==> config.mk <==
export PLATFORM = sky130hd
export DESIGN_NAME = denge_ayarlayici
export DESIGN_NICKNAME = d
export VERILOG_FILES = /design/src/rtl/denge_pkg.sv /design/src/rtl/denge_ayarlayici_bekleme_sayaci.sv /design/src/rtl/denge_ayarlayici.sv
export SDC_FILE = /design/constraint.sdc
export NUM_CORES = 1
export LEC_CHECK = 0
export CORE_MARGIN = 4
export CORE_UTILIZATION = 56
export CTS_CLUSTER_SIZE = 12
export DETAILED_ROUTE_END_ITERATION = 7
export PLACE_DENSITY_LB_ADDON = 0.12
export SYNTH_ARGS = -nofsm -noshare
export SYNTH_HDL_FRONTEND = slang
export SYNTH_HIERARCHICAL = 1
export SYNTH_SLANG_ARGS = --single-unit
==> constraint.sdc <==
create_clock -name clk -period 5.7 [get_ports clk]
set_input_delay 1.14 -clock clk [delete_from_list [all_inputs] [get_ports clk]]
set_output_delay 1.14 -clock clk [all_outputs]
set_load 0.005 [all_outputs]
==> src/rtl/denge_pkg.sv <==
// Shared types and constants for the rod-balance loop controller.
// Holds the FSM state encoding, the comparator code values and the settle timer width.
package denge_pkg;

    typedef enum logic [2:0] {
        ST_IDLE   = 3'd0,
        ST_SAMPLE = 3'd1,
        ST_ADD    = 3'd2,
        ST_SETTLE = 3'd3,
        ST_DONE   = 3'd4,
        ST_ERR    = 3'd5
    } state_e;

    localparam logic [1:0] D_DENGE    = 2'b00;
    localparam logic [1:0] D_B_AGIR   = 2'b01;
    localparam logic [1:0] D_A_AGIR   = 2'b10;
    localparam logic [1:0] D_GECERSIZ = 2'b11;

    localparam int TMR_W = 4;

endpackage

==> src/rtl/denge_ayarlayici_bekleme_sayaci.sv <==
// Loadable down-counter used as the settle timer after each add strobe.
// Stops at zero and reports it through the zero flag.
module bekleme_sayaci
    import denge_pkg::*;
(
    input  logic             clk,
    input  logic             rst_n,
    input  logic             load,
    input  logic             dec,
    input  logic [TMR_W-1:0] load_val,
    output logic             zero
);

    localparam logic [TMR_W-1:0] TMR_ONE = TMR_W'(1);

    logic [TMR_W-1:0] cnt_q;
    logic [TMR_W-1:0] cnt_d;

    // Next timer value: load wins over decrement, decrement stops at zero.
    always_comb begin
        cnt_d = cnt_q;
        if (load) begin
            cnt_d = load_val;
        end else if (dec && (cnt_q != '0)) begin
            cnt_d = cnt_q - TMR_ONE;
        end else begin
            cnt_d = cnt_q;
        end
    end

    // Timer register with synchronous active-low reset.
    always_ff @(posedge clk) begin
        if (!rst_n) begin
            cnt_q <= '0;
        end else begin
            cnt_q <= cnt_d;
        end
    end

    assign zero = (cnt_q == '0);

endmodule

==> src/rtl/denge_ayarlayici.sv <==
// Closed-loop rod balancer: samples the comparator code, strobes a weight onto
// the lighter side, waits for the rod to settle and repeats until balanced.
module denge_ayarlayici
    import denge_pkg::*;
#(
    parameter int CNT_W  = 4,
    parameter int SETTLE = 3
) (
    input  logic             clk,
    input  logic             rst_n,
    input  logic             start,
    input  logic [1:0]       D,
    output logic             add_a,
    output logic             add_b,
    output logic [CNT_W-1:0] cnt_a,
    output logic [CNT_W-1:0] cnt_b,
    output logic             busy,
    output logic             done,
    output logic             err
);

    localparam logic [CNT_W-1:0] CNT_MAX = {CNT_W{1'b1}};
    localparam logic [CNT_W-1:0] CNT_ONE = CNT_W'(1);
    // The timer counts remaining SETTLE cycles after the current one, so the
    // SETTLE state lasts exactly SETTLE cycles before returning to SAMPLE.
    localparam logic [TMR_W-1:0] SETTLE_LOAD = TMR_W'(SETTLE - 1);

    state_e           state_q, state_d;
    logic             add_a_q, add_a_d;
    logic             add_b_q, add_b_d;
    logic [CNT_W-1:0] cnt_a_q, cnt_a_d;
    logic [CNT_W-1:0] cnt_b_q, cnt_b_d;
    logic             busy_q, busy_d;
    logic             done_q, done_d;
    logic             err_q, err_d;
    logic             tmr_load_s;
    logic             tmr_dec_s;
    logic             tmr_zero_s;

    bekleme_sayaci u_bekleme (
        .clk      (clk),
        .rst_n    (rst_n),
        .load     (tmr_load_s),
        .dec      (tmr_dec_s),
        .load_val (SETTLE_LOAD),
        .zero     (tmr_zero_s)
    );

    // Next-state and registered-output computation for the balancing FSM.
    always_comb begin
        state_d    = state_q;
        add_a_d    = 1'b0;
        add_b_d    = 1'b0;
        cnt_a_d    = cnt_a_q;
        cnt_b_d    = cnt_b_q;
        busy_d     = busy_q;
        done_d     = 1'b0;
        err_d      = err_q;
        tmr_load_s = 1'b0;
        tmr_dec_s  = 1'b0;

        case (state_q)
            ST_IDLE: begin
                if (start) begin
                    cnt_a_d = '0;
                    cnt_b_d = '0;
                    err_d   = 1'b0;
                    busy_d  = 1'b1;
                    state_d = ST_SAMPLE;
                end else begin
                    busy_d  = 1'b0;
                end
            end
            ST_SAMPLE: begin
                case (D)
                    D_DENGE: begin
                        done_d  = 1'b1;
                        busy_d  = 1'b0;
                        state_d = ST_DONE;
                    end
                    D_B_AGIR: begin
                        if (cnt_a_q == CNT_MAX) begin
                            err_d   = 1'b1;
                            busy_d  = 1'b0;
                            state_d = ST_ERR;
                        end else begin
                            add_a_d = 1'b1;
                            cnt_a_d = cnt_a_q + CNT_ONE;
                            state_d = ST_ADD;
                        end
                    end
                    D_A_AGIR: begin
                        if (cnt_b_q == CNT_MAX) begin
                            err_d   = 1'b1;
                            busy_d  = 1'b0;
                            state_d = ST_ERR;
                        end else begin
                            add_b_d = 1'b1;
                            cnt_b_d = cnt_b_q + CNT_ONE;
                            state_d = ST_ADD;
                        end
                    end
                    default: begin
                        err_d   = 1'b1;
                        busy_d  = 1'b0;
                        state_d = ST_ERR;
                    end
                endcase
            end
            ST_ADD: begin
                tmr_load_s = 1'b1;
                state_d    = ST_SETTLE;
            end
            ST_SETTLE: begin
                if (tmr_zero_s) begin
                    state_d = ST_SAMPLE;
                end else begin
                    tmr_dec_s = 1'b1;
                end
            end
            ST_DONE: begin
                state_d = ST_IDLE;
            end
            ST_ERR: begin
                state_d = ST_IDLE;
            end
            default: begin
                busy_d  = 1'b0;
                state_d = ST_IDLE;
            end
        endcase
    end

    // State and output registers with synchronous active-low reset.
    always_ff @(posedge clk) begin
        if (!rst_n) begin
            state_q <= ST_IDLE;
            add_a_q <= 1'b0;
            add_b_q <= 1'b0;
            cnt_a_q <= '0;
            cnt_b_q <= '0;
            busy_q  <= 1'b0;
            done_q  <= 1'b0;
            err_q   <= 1'b0;
        end else begin
            state_q <= state_d;
            add_a_q <= add_a_d;
            add_b_q <= add_b_d;
            cnt_a_q <= cnt_a_d;
            cnt_b_q <= cnt_b_d;
            busy_q  <= busy_d;
            done_q  <= done_d;
            err_q   <= err_d;
        end
    end

    assign add_a = add_a_q;
    assign add_b = add_b_q;
    assign cnt_a = cnt_a_q;
    assign cnt_b = cnt_b_q;
    assign busy  = busy_q;
    assign done  = done_q;
    assign err   = err_q;

endmodule
==> metrics.md <==
| Metric | Value |
|---|---|
| Largest net degree at the start of global routing | `16` |
| Met3 Usage GRT | `under 10%` |
| Total Neg Setup Slack | `0 ns` |
| Post-route cell area | `1330 um2` |
| Layout Nets | `roughly 160` |
| Hold Buf Count CTS | `0` |
| Total CTS buffers | `3` |
| Synth top area share | `roughly 36%` |
| Core Footprint | `1800 um2` |
| Worst-case clock buffer depth | `2` |
| Ys async rst share | `0%` |
| FP Rows | `15` |
| Max-slew violation count | `0` |
| Drt drc | `0` |
| Seq/Total Area, Yosys | `36.0%` |
| Clock Sinks | `20` |
| Max-Cap Viols | `0` |
| First-pass GRT wire length | `4020 um` |
| Final hold violations | `0` |
| Initial core utilization | `61.8%` |
| Final Cycle Share | `between 40% and 50%` |
| DR WL/cell | `13.9 um` |
| Worst-path cell chain | `clkdlybuf4s50_1 -> and2b_1 -> a22oi_1 -> nor2_1 -> o31a_1` |
| DP HPWL | `1890 um` |
| ANT cells | `0` |
| DR iter-0 viols | `35` |
| Post CTS Setup Buffer Count | `0` |
| Top_reg_cell synth | `dfxtp_1` |
| # IOs | `18` |
| Worst Setup Slack, final | `3.24 ns` |
| GRT Overall Usage | `between 20 and 25%` |
| Worst Max-Slew Pin Slew | `0.649 ns` |
| Fin util | `73.9%` |
| Slowest CP cell | `clkdlybuf4s50_1` |
| Antenna Nets Post-Route | `0` |
| Leak Pwr | `0.492 nW` |
| Die ar. | `around 2800 um2` |
| Initial antenna violation count | `0` |
| H-Tree Depth | `1` |
| Post-synth top cells | `dfxtp_1, inv_1, nand3_1, nor2_1, nand2_1` |
| Worst Path Max Fanout | `6` |
| Final wirelength | `2470 um` |
| Worst EP required | `just under 6 ns` |
| Yosys warnings | `6` |
| Top cells by area, synth | `dfxtp_1, nand3_1, ha_1, inv_1, nor2_1` |
| Place WS | `2.92 ns` |
| Placed cell areas | `1290 um2` |
| Kind of critical path | `input port to flop` |
| Clock root buffer | `clkbuf_4` |
| CP peak stage delay | `0.56 ns` |
| Crit path DAT | `between 2 and 3 ns` |
| Fmax | `407 MHz` |
| Type of origin of the critical path | `input port` |
| Grt peak-use layer | `met2` |
| Final min period | `2.46 ns` |
| Avg Cell Area, Syn | `8.31 um2` |
| RD Place Congestion | `approximately 0.85` |
| Maximum VDD drop | `0.000125 V` |
| Synth Register Bits | `20` |
| Clk slew on worst S/H paths | `0.11 ns` |
| Tightest Hold Check Type | `flop to flop` |
| Yosys top cell by area | `dfxtp_1` |
| Met1 track demand over resource | `a little over a fifth` |
| Final Skew | `0.00316 ns` |
| Gates resized, CTS repair | `0` |
| Synthesis-to-finish area growth | `19.6%` |
| TritonCTS clock tree | `yes` |
| Status | `finished, final reports clean` |
| Cell count after synthesis | `134` |
| Die Ht | `between 50 and 60 um` |
| 1st-pass router iterations | `4` |
| Worst skew pair latency | `0.30 ns` |
| Synth cell types | `47` |
| Max_slew headroom | `56.6%` |
| Final setup vio count | `0` |
| Vias per Instance | `6.03` |
| Grt met2 use | `between 30% and 40%` |
| Power density over the cells | `between 200 and 250 nW/um2` |
| Cell with the most instances after synthesis | `dfxtp_1` |
| Layout cells sized above 1 | `7.19%` |
| DIE WIDTH | `52.6 um` |
| Grt ovf | `0` |
| Synthesized area | `approximately 1100 um2` |
| Post-synth EDFFs | `0` |
| Number of buffers inserted by port buffering | `17` |
| Vias in the first global route | `964` |
| Vias | `1074` |
| RSZ-0062 raised after global routing | `false` |
| CP endpoint kind | `flop` |
## where the power goes
part | internal [mW] | switching [mW]
logic | 0.0232 | 0.0271
clock network | 0.0390 | 0.0444
registers | 0.145 | 0.00807
## final cells by class
cell class                 instances  area (um2)
sequential                        20         400
tap                               25        31.3
clock buffer                       4        36.3
multi-input combinational        100         647
timing repair buffer              17         170
inverter                          12        46.3
fill                             147         470
## placed cells by master, fill, tap and decap left out, types with 3 or more instances in the layout
| cell | n |
|---|---|
| clkdlybuf4s50_1 | 17 |
| a21oi_1 | 4 |
| nor3_1 | 3 |
| nand3_1 | 11 |
| nand2_1 | 10 |
| o21ai_0 | 3 |
| a31oi_1 | 3 |
| clkbuf_4 | 3 |
| nor2_1 | 11 |
| nand2b_1 | 3 |
| ha_1 | 4 |
| dfxtp_1 | 20 |
| conb_1 | 4 |
| inv_1 | 11 |
| nand4_1 | 4 |
## layer usage
metal | part of all wire (%) | vias to the layer above
met5 | 0 | -
met1 | 41 | 491
met3 | 5.5 | 12
met4 | 4.6 | 0
met2 | 49 | 48
li1 | - | 523
## cells by family after synthesis
kind of cell    synth area share [%]
compound gates                  18.9
fa+ha+maj                       4.49
simple gates                    31.6
buf+inv                         6.63
other cells                    0.674
flops                           36.0
mux                             1.80
## path summary, 6_finish.rpt
kind | startpoint | endpoint | slack (ns) | cells after the start
hold reg to reg | cnt_a[3] | cnt_a[3] | 0.52 | 2
setup reg to reg | u_bekleme/cnt_q[0] | u_bekleme/cnt_q[3] | 3.35 | 8
setup / recovery | D[1] | busy | 3.24 | 5
hold / removal | cnt_a[3] | cnt_a[3] | 0.52 | 2
## state kept, by name, indices dropped and copies added, names as in the netlist
name and cells:
cnt_a 4, cnt_b 4, u_bekleme/cnt_q 4, state_q 3, add_a 1, add_b 1, busy 1, done 1
err 1
## metrics by stage
step,hold slack [ns],cells,total power [mW]
after detailed placement,0.503,174,0.206
after global routing,0.550,178,0.303
after floorplan,0.476,136,0.191
after CTS,0.521,178,0.289
final,0.524,178,0.287
after global placement,0.479,174,0.204
## worst max-delay path: cells and delay by family
kind | cells | cell delay, ns
buf+inv | 1 | 0.56
simple gates | 2 | 0.38
compound gates | 2 | 0.59
No activity file was read; power rests on OpenSTA's default activity.
